==> config.mk <==
export PLATFORM = sky130hd
export DESIGN_NAME = multicycle_shifter
export DESIGN_NICKNAME = d
export VERILOG_FILES = /design/src/rtl/multicycle_shifter.sv
export SDC_FILE = /design/constraint.sdc
export NUM_CORES = 1
export LEC_CHECK = 0
export CORE_MARGIN = 2
export CORE_UTILIZATION = 41
export DETAILED_ROUTE_END_ITERATION = 10
export PLACE_DENSITY = 0.74
export SLEW_MARGIN = 10
export SYNTH_ARGS = -nofsm -noshare
export SYNTH_HDL_FRONTEND = slang
export SYNTH_SLANG_ARGS = --single-unit
==> constraint.sdc <==
create_clock -name clock -period 1.4 [get_ports clock]
set_input_delay 0.21 -clock clock [delete_from_list [all_inputs] [get_ports clock]]
set_output_delay 0.21 -clock clock [all_outputs]
set_load 0.005 [all_outputs]
==> src/rtl/multicycle_shifter.sv <==
// Multicycle shifter: one 1-bit shift per clock, done pulse on completion.
// Optional rotate-left for mode 11 via MULTICYCLE_SHIFTER_ROTATE_EN.
module multicycle_shifter #(
  parameter int unsigned WIDTH = 8,
  parameter int unsigned SW    = $clog2(WIDTH)
) (
  input  logic             clock,
  input  logic             reset,
  input  logic             start,
  input  logic [1:0]       mode,
  input  logic [SW-1:0]    by,
  input  logic [WIDTH-1:0] D,
  output logic [WIDTH-1:0] Q,
  output logic             busy,
  output logic             done,
  output logic             shifted_out
);

  localparam logic [1:0] MODE_LSL = 2'b00;
  localparam logic [1:0] MODE_LSR = 2'b01;
  localparam logic [1:0] MODE_ASR = 2'b10;
`ifdef MULTICYCLE_SHIFTER_ROTATE_EN
  localparam logic [1:0] MODE_ROL = 2'b11;
`endif

  // Encoding chosen so busy/done are direct state flop bits.
  typedef enum logic [1:0] {
    IDLE  = 2'b00,
    SHIFT = 2'b01,
    DONE  = 2'b10
  } state_t;

  state_t           state;
  state_t           state_next;
  logic             accept;
  logic [1:0]       mode_r;
  logic [SW-1:0]    count;
  logic [WIDTH-1:0] q_step;
  logic             out_step;

  // State register
  always_ff @(posedge clock) begin
    if (reset) state <= IDLE;
    else       state <= state_next;
  end

  // Next-state logic
  always_comb begin
    state_next = state;
    accept     = 1'b0;
    case (state)
      IDLE, DONE: begin
        if (start) begin
          accept     = 1'b1;
          state_next = (by != '0) ? SHIFT : DONE;
        end else begin
          state_next = IDLE;
        end
      end
      SHIFT: begin
        if (count == SW'(1)) state_next = DONE;
      end
      default: state_next = IDLE;
    endcase
  end

  // Status outputs decoded from the state flops
  always_comb begin
    busy = 1'b0;
    done = 1'b0;
    case (state)
      SHIFT:   busy = 1'b1;
      DONE:    done = 1'b1;
      default: ;
    endcase
  end

  // One-bit operation on Q selected by the latched mode
  always_comb begin
    q_step   = {Q[WIDTH-2:0], 1'b0};
    out_step = Q[WIDTH-1];
    case (mode_r)
      MODE_LSR: begin
        q_step   = {1'b0, Q[WIDTH-1:1]};
        out_step = Q[0];
      end
      MODE_ASR: begin
        q_step   = {Q[WIDTH-1], Q[WIDTH-1:1]};
        out_step = Q[0];
      end
`ifdef MULTICYCLE_SHIFTER_ROTATE_EN
      MODE_ROL: begin
        q_step   = {Q[WIDTH-2:0], Q[WIDTH-1]};
        out_step = Q[WIDTH-1];
      end
`endif
      default: ;
    endcase
  end

  // Datapath registers
  always_ff @(posedge clock) begin
    if (reset) begin
      Q           <= '0;
      shifted_out <= 1'b0;
      count       <= '0;
      mode_r      <= MODE_LSL;
    end else if (accept) begin
      Q           <= D;
      shifted_out <= 1'b0;
      count       <= by;
      mode_r      <= mode;
    end else if (state == SHIFT) begin
      Q           <= q_step;
      shifted_out <= out_step;
      count       <= count - SW'(1);
    end
  end

endmodule

==> results of run 1 <==
-- cell type report --
class | count | area [µm²]
Timing Repair Buffer | 46 | 424.2
Sequential cell | 16 | 354.1
Inverter | 6 | 27.53
Fill cell | 146 | 566.8
Tap cell | 27 | 33.78
Multi-Input combinational cell | 74 | 539.3
Clock buffer | 4 | 36.28
-- cells by family after synthesis --
kind of cell             share of synthesized area
buffers and inverters                      0.07856
XOR/XNOR                                   0.01000
AND/OR/NAND/NOR                             0.2114
AO/OA/AOI/OAI                               0.2529
flip-flops                                  0.3657
adder cells (fa/ha/maj)                    0.05715
multiplexers                               0.02429
-- what timing repair did --
action	CTS	global route
hold endpoints to repair	0	0
gates resized for setup	15	20
pin swaps	1	4
hold buffers	0	0
setup endpoints to repair	17	16
cloned	0	0
setup buffers	0	10
-- path summary, 6_finish.rpt --
kind	from	endpoint	slack [ns]	depth (start not counted)
max	mode_r[0]$_SDFFE_PP0P_	Q[4]$_SDFFE_PP0P_	-0.07	6
min	mode[1]	mode_r[1]$_SDFFE_PP0P_	0.46	3
max reg2reg	mode_r[0]$_SDFFE_PP0P_	Q[4]$_SDFFE_PP0P_	-0.07	6
min reg2reg	mode_r[0]$_SDFFE_PP0P_	mode_r[0]$_SDFFE_PP0P_	0.48	2
-- through the flow --
stage,total power (W),instances,setup WS (ns)
floorplan,0.0007473,101,-0.03895
global placement,0.0008923,159,-0.1716
detailed placement,0.0009015,159,-0.1982
CTS,0.001230,163,-0.02523
global route,0.001360,173,-0.1222
finish,0.001283,173,-0.06841
-- registers in the layout, indices dropped and copies added (netlist names) --
| register | flops |
|---|---|
| Q | 8 |
| mode_r | 2 |
| shifted_out | 1 |
| count | 3 |
| state | 2 |
-- layout by cell type (no fill, tap or decap), types with 2 or more instances in the layout --
| master | netlist | routed |
|---|---|---|
| a21oi_1 | 15 | 14 |
| inv_1 | 5 | 4 |
| nor2_1 | 9 | 9 |
| ha_1 | 4 | 3 |
| or2_1 | 6 | 6 |
| a221oi_2 | 0 | 5 |
| clkdlybuf4s50_1 | 0 | 19 |
| a221oi_1 | 8 | 3 |
| dfxtp_1 | 16 | 5 |
| clkbuf_4 | 0 | 3 |
| dfxtp_4 | 0 | 8 |
| dlygate4sd2_1 | 0 | 2 |
| a21oi_2 | 1 | 2 |
| dlymetal6s2s_1 | 0 | 5 |
| buf_4 | 3 | 19 |
| dfxtp_2 | 0 | 3 |
| nor4_1 | 2 | 2 |
| nand2_1 | 12 | 12 |
| a211oi_1 | 2 | 2 |
-- routing by layer --
layer	GRT usage	share of wire
met1	0.2208	0.43
met2	0.3311	0.50
met3	0.03571	0.057
met4	0.08796	0.0074
met5	0	0
-- critical path: stages, from the launching register on --
cell and delay, ns:
dfxtp_2 0.36, inv_2 0.05, ha_4 0.21, o21ba_4 0.29, a221oi_2 0.08, or2_1 0.24
a21oi_1 0.15
-- where the power goes --
group,switching (W),internal [W],total (W)
registers,0.0000362,0.000496,0.000533
logic,0.000191,0.000239,0.000430
clock network,0.000161,0.000158,0.000320
==> metrics.md, run 1 <==
| Metric | Value |
|---|---|
| Skew-Pair Late Insertion Delay | 0.29 ns |
| CTS H-tree depth | 1 |
| Share of cells above drive strength 1 | 0.3493 |
| Initial Util | 0.4419 |
| Setup ws final | -0.06841 ns |
| Vias per cell | 5.318 |
| Post-synthesis async set-or-reset flop share | 0 |
| PD cells | 906.3 nW/µm² |
| Finished Core Util | 0.7140 |
| Routed len/inst | 14.10 µm |
| DP Area | 1205 µm² |
| Tcrit/Tclk final | 1.049 |
| Post-route cell area | 1415 µm² |
| Count leader, synth | dfxtp_1 |
| Total CTS buffers | 3 |
| Slew HR | 0.7153 |
| Ports | 27 |
| Largest net degree at the start of global routing | 13 |
| GR Overflow Total | 0 |
| # port buffers | 26 |
| Router iterations before antenna repair | 5 |
| Final TNS setup | -0.1587 ns |
| Cell leakage power | 0.6377 nW |
| DRC | 0 |
| Status | finished with violations |
| Number of synthesized flops with an enable pin | 0 |
| CTS Root Cell | clkbuf_4 |
| CTS Sinks | 16 |
| Synth cell types | 30 |
| Syn Inst Count | 101 |
| Core box area | 1982 µm² |
| Max-cap violations | 0 |
| Worst setup SP type | flop |
| Setup Crit Path Kind | reg -> reg |
| Worst-path clk slew | 0.10 ns |
| Number of global-route vias before repair | 847 |
| Syn Area/Cell | 8.672 µm² |
| VDD IR max | 0.5152 mV |
| Fin nets | 167 |
| Antenna diode count | 0 |
| CP Data Required Time | 1.61 ns |
| Post-Syn Area | 875.8 µm² |
| Main synth FF type | dfxtp_1 |
| Hold WC Path Type | in -> reg |
| Failing checks | setup timing |
| Post-route ant nets | 0 |
| HPWL after DPL | 1.570 mm |
| Bufs on Longest Clock Path | 2 |
| Commonest cells post-synth | 16 x dfxtp_1, 15 x a21oi_1, 12 x nand2_1, 9 x nor2_1, 8 x a221oi_1 |
| Yosys reg bits | 16 |
| Die W | 50.22 µm |
| Setup Skew | 0.001214 ns |
| Area contributors post-synth | dfxtp_1 37%, a21oi_1 8.6%, a221oi_1 8.0%, ha_1 5.7%, nand2_1 5.1% |
| Iteration-0 DRC count of the detailed router | 16 |
| Setup-failing EPs final | 5 |
| All-Layer GR Usage | 0.1894 |
| Critical Path Fanout Max | 7 |
| Row cnt | 16 |
| YS warnings | 0 |
| Final GP Congestion | 0.8413 |
| Sequential cell area fraction in the yosys report | 0.3657 |
| Crit path DAT | 1.68 ns |
| Drt total wl | 2.440 mm |
| Final hold vios | 0 |
| CTS tree | yes |
| Die ar. | 2522 µm² |
| Period minus WS final | 1.468 ns |
| Vias | 920 |
| Syn nets | 121 |
| Worst hold margin | 0.4598 ns |
| Yosys top cell by area | dfxtp_1 |
| Final Slew Violations | 0 |
| Crit end category | flop |
| Worst slew pin tran | 0.4258 ns |
| Unrepaired setup endpoints after global routing | yes |
| Layout area overhead | 61.57% |
| Die H | 50.22 µm |
| Initial antenna violation count | 0 |
| Highest clock rate | 681.0 MHz |
| Post-synth top area share | 0.3657 |
| First-pass GRT wire length | 3.636 mm |
No activity file was read; power rests on OpenSTA's default activity.
==> run 2, diff against run 1 <==
--- a/config.mk
+++ b/config.mk
@@ -8,7 +8,7 @@
 export CORE_MARGIN = 2
 export CORE_UTILIZATION = 41
 export DETAILED_ROUTE_END_ITERATION = 10
-export PLACE_DENSITY = 0.74
+export PLACE_DENSITY = 0.78
 export SLEW_MARGIN = 10
 export SYNTH_ARGS = -nofsm -noshare
 export SYNTH_HDL_FRONTEND = slang
==> metrics.md, run 2 (synthesized netlist as in run 1, its figures left out) <==
| Metric | Value |
|---|---|
| Final GP Congestion | 0.8208 |
| CP Data Required Time | 1.63 ns |
| Setup Skew | 0.002576 ns |
| Router iterations before antenna repair | 4 |
| PD cells | 911.6 nW/µm² |
| All-Layer GR Usage | 0.1866 |
| Highest clock rate | 696.8 MHz |
| Final hold vios | 0 |
| Routed len/inst | 13.79 µm |
| Vias per cell | 5.329 |
| Worst-path clk slew | 0.10 ns |
| DRC | 0 |
| Tcrit/Tclk final | 1.025 |
| Antenna diode count | 0 |
| Iteration-0 DRC count of the detailed router | 15 |
| Bufs on Longest Clock Path | 2 |
| Final Slew Violations | 0 |
| Max FFs per register | 8 |
| DP Area | 1195 µm² |
| Core box area | 1982 µm² |
| Worst setup SP type | flop |
| Post-place setup slack | -0.2131 ns |
| Layout area overhead | 58.43% |
| Max-cap violations | 0 |
| CTS Sinks | 16 |
| First-pass GRT wire length | 3.663 mm |
| Initial antenna violation count | 0 |
| Largest net degree at the start of global routing | 22 |
| Largest register by flop count | Q |
| Crit end category | flop |
| Initial Util | 0.4419 |
| Slew HR | 0.6796 |
| Drt total wl | 2.344 mm |
| Ports | 27 |
| Fin nets | 164 |
| Setup Crit Path Kind | reg -> reg |
| Failing checks | setup timing |
| Worst slew pin tran | 0.4791 ns |
| Number of global-route vias before repair | 853 |
| Unrepaired setup endpoints after global routing | yes |
| Row cnt | 16 |
| Final TNS setup | -0.03677 ns |
| Post-route cell area | 1388 µm² |
| CTS tree | yes |
| CTS Root Cell | clkbuf_4 |
| Die W | 50.22 µm |
| Die H | 50.22 µm |
| Skew-Pair Late Insertion Delay | 0.29 ns |
| CTS H-tree depth | 1 |
| Worst hold margin | 0.4573 ns |
| Critical Path Fanout Max | 7 |
| Share of cells above drive strength 1 | 0.3427 |
| GR Overflow Total | 0 |
| Most frequent cells in the layout | 21 x clkdlybuf4s50_1, 16 x buf_4, 13 x a21oi_1 |
| Setup ws final | -0.03521 ns |
| Crit path DAT | 1.66 ns |
| HPWL after DPL | 1.538 mm |
| Vias | 906 |
| Status | finished with violations |
| Die ar. | 2522 µm² |
| # port buffers | 26 |
| VDD IR max | 0.5434 mV |
| Post-route ant nets | 0 |
| Most common cell after layout, fill and taps aside | clkdlybuf4s50_1 |
| Cell leakage power | 0.5860 nW |
| Hold WC Path Type | in -> reg |
| Largest registers | Q x8, count x3 |
| Setup-failing EPs final | 2 |
| Total CTS buffers | 3 |
| Power Total | 0.001265 W |
| Period minus WS final | 1.435 ns |
-- run 2: cell count changes in the layout (fill, tap and decap cells not counted), sizes merged --
cell / change
clkdlybuf4s50: +2
dlymetal6s2s: -2
buf: -3
-- run 2: layout make-up --
| type | count | area [µm²] |
|---|---|---|
| repair buffers | 43 | 405.4 |
| multi-input cells | 74 | 531.8 |
| inverters | 6 | 27.53 |
| well taps | 27 | 33.78 |
| clock buffers | 4 | 36.28 |
| flip-flops and latches | 16 | 352.8 |
| fillers | 148 | 594.3 |
-- run 2: repair_timing --
item                                    CTS  global route
pin swaps                                 1             6
gates resized for setup                  15            16
hold buffers                              0             0
endpoints found under the setup margin   17            17
buffers inserted                          0            10
gates cloned                              0             0
-- run 2: power breakdown --
group | switching (W) | internal, W | total [W]
logic | 0.000190 | 0.000235 | 0.000426
registers | 0.0000334 | 0.000496 | 0.000530
clock network | 0.000151 | 0.000158 | 0.000310
-- run 2: layer usage --
metal  wire, µm  global-route usage  vias up
met5          0                   0        -
met2       1170              0.3180       30
li1           -                   -      443
met1       1024              0.2288      429
met4         32             0.05556        0
met3        116             0.04762        4
-- run 2: worst max-delay path, cell delays in order (launching register included) --
cell and delay (ns):
dfxtp_2 0.36, inv_2 0.05, ha_4 0.21, o21ba_4 0.29
a221oi_2 0.08, or2_1 0.26, a21oi_2 0.14
-- run 2: final timing paths --
| kind | from | to | slack, ns | depth (start not counted) |
|---|---|---|---|---|
| setup / recovery | mode_r[0]$_SDFFE_PP0P_ | Q[6]$_SDFFE_PP0P_ | -0.04 | 6 |
| setup reg to reg | mode_r[0]$_SDFFE_PP0P_ | Q[6]$_SDFFE_PP0P_ | -0.04 | 6 |
| hold / removal | mode[0] | mode_r[0]$_SDFFE_PP0P_ | 0.46 | 3 |
| hold reg to reg | mode_r[0]$_SDFFE_PP0P_ | mode_r[0]$_SDFFE_PP0P_ | 0.48 | 2 |
-- run 2: metrics by stage --
step,instances,utilization
finish,170,0.7001
global route,170,0.7001
CTS,160,0.6389
detailed placement,156,0.6029
global placement,156,0.6029
floorplan,101,-
